`src/rtl/cbus_addr_xlat_stage.sv`:
```
// rtl/cbus_addr_xlat_stage.sv - registered CBus stage with kseg0/kseg1 address translation
//
// Captures one arbitrated CBus request and maps kseg0/kseg1 virtual addresses
// to physical ones. Then it holds the translated request on oreq and forwards
// downstream response beats to iresp until the last beat.
//
// Ports:
//   clk      - clock
//   resetn   - asynchronous active-low reset
//   ireq     - upstream request from the arbiter
//   iresp    - upstream response; all-zero while idle
//   oreq     - downstream translated request, stable for the whole transaction
//   oresp    - downstream response
//   uncached - 1 while the held transaction came from kseg1
//   busy     - 1 while a transaction is held
//   beat_err - sticky beat-count protocol error
//
// Optional feature: define CBUS_XLAT_CHECK_EN to build the beat checker.
// Without it beat_err is tied low and no beat counter exists.

package cbus_pkg;
  typedef struct packed {
    logic        valid;
    logic        is_write;
    logic [2:0]  size;
    logic [31:0] addr;
    logic [3:0]  strobe;
    logic [31:0] data;
    logic [7:0]  len;
    logic [1:0]  burst;
  } cbus_req_t;

  typedef struct packed {
    logic        ready;
    logic        last;
    logic [31:0] data;
  } cbus_resp_t;
endpackage

module cbus_addr_xlat_stage
  import cbus_pkg::*;
#(
  parameter bit          PASSTHRU  = 1'b0,
  parameter logic [31:0] PHYS_MASK = 32'h1FFF_FFFF
) (
  input  logic       clk,
  input  logic       resetn,
  input  cbus_req_t  ireq,
  output cbus_resp_t iresp,
  output cbus_req_t  oreq,
  input  cbus_resp_t oresp,
  output logic       uncached,
  output logic       busy,
  output logic       beat_err
);

  typedef enum logic {
    IDLE = 1'b0,
    BUSY = 1'b1
  } state_t;

  state_t    state_q, state_d;
  cbus_req_t held_q, held_d;
  logic      uncached_q, uncached_d;

  logic [2:0]  seg;
  logic        is_unmapped;
  logic        is_kseg1;
  logic [31:0] xlat_addr;

  // kseg0 = 3'b100 and kseg1 = 3'b101 are the unmapped windows; all else passes through.
  assign seg         = ireq.addr[31:29];
  assign is_unmapped = !PASSTHRU && (seg[2:1] == 2'b10);
  assign is_kseg1    = !PASSTHRU && (seg == 3'b101);
  assign xlat_addr   = is_unmapped ? (ireq.addr & PHYS_MASK) : ireq.addr;

  wire   end_beat    = (state_q == BUSY) && oresp.ready && oresp.last;

  always_comb begin
    state_d    = state_q;
    held_d     = held_q;
    uncached_d = uncached_q;
    case (state_q)
      IDLE: begin
        if (ireq.valid) begin
          held_d      = ireq;
          held_d.addr = xlat_addr;
          uncached_d  = is_kseg1;
          state_d     = BUSY;
        end
      end
      BUSY: begin
        if (end_beat) begin
          held_d.valid = 1'b0;
          uncached_d   = 1'b0;
          state_d      = IDLE;
        end
      end
      default: state_d = IDLE;
    endcase
  end

  always_ff @(posedge clk or negedge resetn) begin
    if (!resetn) begin
      state_q    <= IDLE;
      held_q     <= '0;
      uncached_q <= 1'b0;
    end else begin
      state_q    <= state_d;
      held_q     <= held_d;
      uncached_q <= uncached_d;
    end
  end

  assign oreq     = held_q;
  assign busy     = (state_q == BUSY);
  assign uncached = uncached_q;
  // Responses only flow while a transaction is held; stray idle beats are dropped.
  assign iresp    = busy ? oresp : '0;

`ifdef CBUS_XLAT_CHECK_EN
  logic [7:0] beat_cnt_q, beat_cnt_d;
  logic       beat_err_q, beat_err_d;

  always_comb begin
    beat_cnt_d = beat_cnt_q;
    beat_err_d = beat_err_q;
    if ((state_q == IDLE) && ireq.valid) begin
      beat_cnt_d = 8'd0;
    end else if ((state_q == BUSY) && oresp.ready) begin
      if (beat_cnt_q != 8'hFF) beat_cnt_d = beat_cnt_q + 8'd1;
      // beat_cnt_q counts beats already taken, so the last beat must see cnt == len.
      if (oresp.last && (beat_cnt_q != held_q.len)) beat_err_d = 1'b1;
      if (!oresp.last && (beat_cnt_q >= held_q.len)) beat_err_d = 1'b1;
    end
  end

  always_ff @(posedge clk or negedge resetn) begin
    if (!resetn) begin
      beat_cnt_q <= 8'd0;
      beat_err_q <= 1'b0;
    end else begin
      beat_cnt_q <= beat_cnt_d;
      beat_err_q <= beat_err_d;
    end
  end

  assign beat_err = beat_err_q;
`else
  assign beat_err = 1'b0;
`endif

endmodule

```
`config.mk`:
```
export PLATFORM = sky130hd
export DESIGN_NAME = cbus_addr_xlat_stage
export DESIGN_NICKNAME = d
export VERILOG_FILES = /design/src/rtl/cbus_addr_xlat_stage.sv
export SDC_FILE = /design/constraint.sdc
export NUM_CORES = 1
export LEC_CHECK = 0
export CORE_MARGIN = 5
export CORE_UTILIZATION = 35
export CTS_BUF_LIST = sky130_fd_sc_hd__clkbuf_8 sky130_fd_sc_hd__clkbuf_16
export DETAILED_ROUTE_END_ITERATION = 6
export HOLD_SLACK_MARGIN = 0.12
export PLACE_DENSITY = 0.84
export SLEW_MARGIN = 30
export SYNTH_ARGS = -nofsm -noshare
export SYNTH_HDL_FRONTEND = slang
export SYNTH_SLANG_ARGS = --single-unit
```
`constraint.sdc`:
```
create_clock -name clk -period 1.7 [get_ports clk]
set_input_delay 0.17 -clock clk [delete_from_list [all_inputs] [get_ports clk]]
set_output_delay 0.17 -clock clk [all_outputs]
set_load 0.05 [all_outputs]
```
==> reports/qor.yml, run 1 <==
syn_to_final_growth_pct: 82.34
io_buffers: 237
layout-drive-gt1-share_pct: 34.53
multi_input_area_um2: 1290
crit_arrival_ns: 1.40
cp_max_fo: 37
rrSetupSlack_ns: 0.26
layout_common_cells: "117 x clkdlybuf4s50_1, 84 x dfrtp_1, 56 x mux2_2, 56 x dlygate4sd2_1, 38 x buf_12"
reg2reg_from: "busy"
htree_levels: 3
p_leak_nw: 2.903
gr-total-overflow: 0
avgSynthCellArea_um2: 15.60
crit_end: "iresp[20]"
power_density_nw_per_um2: 1363
ys_types: 21
place_congestion: 0.8428
cts_root_buffer: "clkbuf_8"
start_util_pct: 36.06
die_x_um: 110.8
pin_count: 239
reg2reg_depth: 3
slew_viol_final: 0
grt_antenna_before_repair: 0
ys_ff_latch: 85
synth_cells: 228
tightest_slew_ns: 0.5378
design.die.area_um2: 12280
final_nets: 586
hold_violations: 0
clock_latency_ns: 0.35
grt_pass1_vias: 2990
fin_crit_sh_pct: 92.07
post-route-min-period_ns: 1.565
seq_area_um2: 2128
setup_violations: 0
die_h_um: 110.8
critPathRequiredTime_ns: 1.53
drc: 0
placementRows: 36
min_path_type: "in2async"
crit_chain: "buf_6, and2_1, buf_12"
drt.antenna.violating_nets: 0
slowest_delay_ns: 0.40
cts.sinks: 85
drtIter0Drc: 104
yosys_warnings: 0
regToRegEndpoint: "oreq[80]"
final_common_cell: "clkdlybuf4s50_1"
viasPerCell: 4.519
fin_skew_ns: 0.01132
fmax_mhz: 638.9
endpoint_kind: "output pin"
setup_tns_ns: 0
drt_wl_total_mm: 11.04
fillers: 706
grt_pass1_wl_mm: 17.15
worstSetupPathType: "reg2out"
peakVddDrop_mv: 0.8419
netlist_area_um2: 3557
clk_pin_slew_worst_paths_ns: 0.10
via_count: 2734
core-area_um2: 9864
maxSlewHeadroom_pct: 64.29
start_kind: "register"
fin_util_pct: 65.75
cts_buffer_depth: 2
diodes: 0
ys_seq_area_share_pct: 59.80
synth.net_count: 347
track_usage_pct: 17.57
startpoint: "busy"
cts_tree: "yes"
grt_max_degree: 48
status: "finished, final reports clean"
wl_per_cell_um: 18.25
rsz0062_at_grt: "no"
crit_slowest_cell: "dfrtp_2"
cts_buffers: 9
drv_cap: 0
dp_hpwl_mm: 8.922
first_pass_iters: 4
-- state kept, by name (all words and copies together), names as in the netlist --
register	cells
busy	1
oreq	83
uncached	1
-- where the power goes --
group / internal [W] / total (W) / switching [W]
registers: 0.00255 / 0.00284 / 0.000285
clock network: 0.000700 / 0.00147 / 0.000773
logic: 0.00165 / 0.00453 / 0.00288
total: 0.00490 / 0.00884 / 0.00394
-- metrics by stage --
stage / power [W] / hold WS, ns / worst slack, ns / cells / cell area, µm²
floorplan: 0.005774 / -0.1256 / 0.09203 / 228 / 3558
global placement: 0.007620 / 0.001160 / 0.04188 / 588 / 6326
detailed placement: 0.007718 / 0.006754 / 0.006695 / 588 / 6326
CTS: 0.008940 / 0.1570 / 0.002310 / 605 / 6470
global route: 0.009209 / 0.1591 / 0.06521 / 605 / 6486
finish: 0.008840 / 0.1672 / 0.1349 / 605 / 6486
-- metal layers --
metal,track usage (%),wire length (µm),share of wire (%)
met1,20.01,4279,39
met2,30.78,5721,52
met3,7.369,891,8.1
met4,3.777,152,1.4
met5,0,0,0
-- area by class of cell --
cell class	count	area share (%)
clock buffer	9	1.910
sequential	85	32.81
inverter	1	0.05787
clock inverter	7	1.235
tap	133	2.566
timing repair buffer	243	41.53
multi-input combinational	127	19.89
-- Yosys cell counts --
| library cell | count | area share [%] |
|---|---|---|
| dfrtp_1 | 85 | 60 |
| buf_6 | 2 | 0.63 |
| a31o_2 | 1 | 0.25 |
| nand3_1 | 2 | 0.28 |
| buf_4 | 7 | 1.5 |
| inv_1 | 1 | 0.11 |
| o21ai_0 | 2 | 0.28 |
| conb_1 | 1 | 0.11 |
| clkbuf_1 | 3 | 0.32 |
| nand2_1 | 1 | 0.11 |
| mux2_4 | 24 | 10 |
| nand2b_1 | 1 | 0.18 |
| and2_1 | 34 | 6.0 |
| nor2b_2 | 1 | 0.25 |
| a21o_1 | 1 | 0.21 |
| mux2_2 | 56 | 18 |
| buf_8 | 1 | 0.42 |
| buf_12 | 2 | 1.1 |
| o21a_1 | 1 | 0.21 |
| nor2b_1 | 1 | 0.18 |
| nand4b_1 | 1 | 0.25 |
-- worst max-delay path: cells and delay by family, from the launching register on --
kind | cells | cell delay [ns]
flops | 1 | 0.40
simple gates | 1 | 0.25
buf+inv | 2 | 0.38
-- how the worst min path moves through the flow --
| stage | slack [ns] | cells after the start | to |
|---|---|---|---|
| floorplan | -0.13 | 0 | busy |
| global placement | 0.001 | 1 | oreq[33] |
| detailed placement | 0.007 | 1 | oreq[34] |
| CTS | 0.16 | 2 | oreq[34] |
| global route | 0.16 | 2 | oreq[39] |
| finish | 0.17 | 2 | oreq[37] |
-- timing repair --
item | in CTS | in global routing
buffers inserted | 0 | 0
resized for setup | 56 | 6
setup endpoints to repair | 56 | 9
hold endpoints to repair | 85 | 0
gates cloned | 0 | 0
hold buffers | 1 | 0
-- logic make-up after synthesis --
kind of cell           share of synthesized area [%]
muxes                                          27.86
and+or+nand+nor                                7.211
DFF                                            59.80
other                                         0.1054
AOI/OAI and AO/OA                             0.9499
buffers and inverters                          4.080
Power figures use the tool's default switching activity.
==> inputs of run 2 (changes only) <==
Settings changed: CAP_MARGIN set to 30, CTS_CLUSTER_SIZE set to 20.
==> results of run 2 <==
No change in the layout: final DEF, timing and power equal those of run 1.
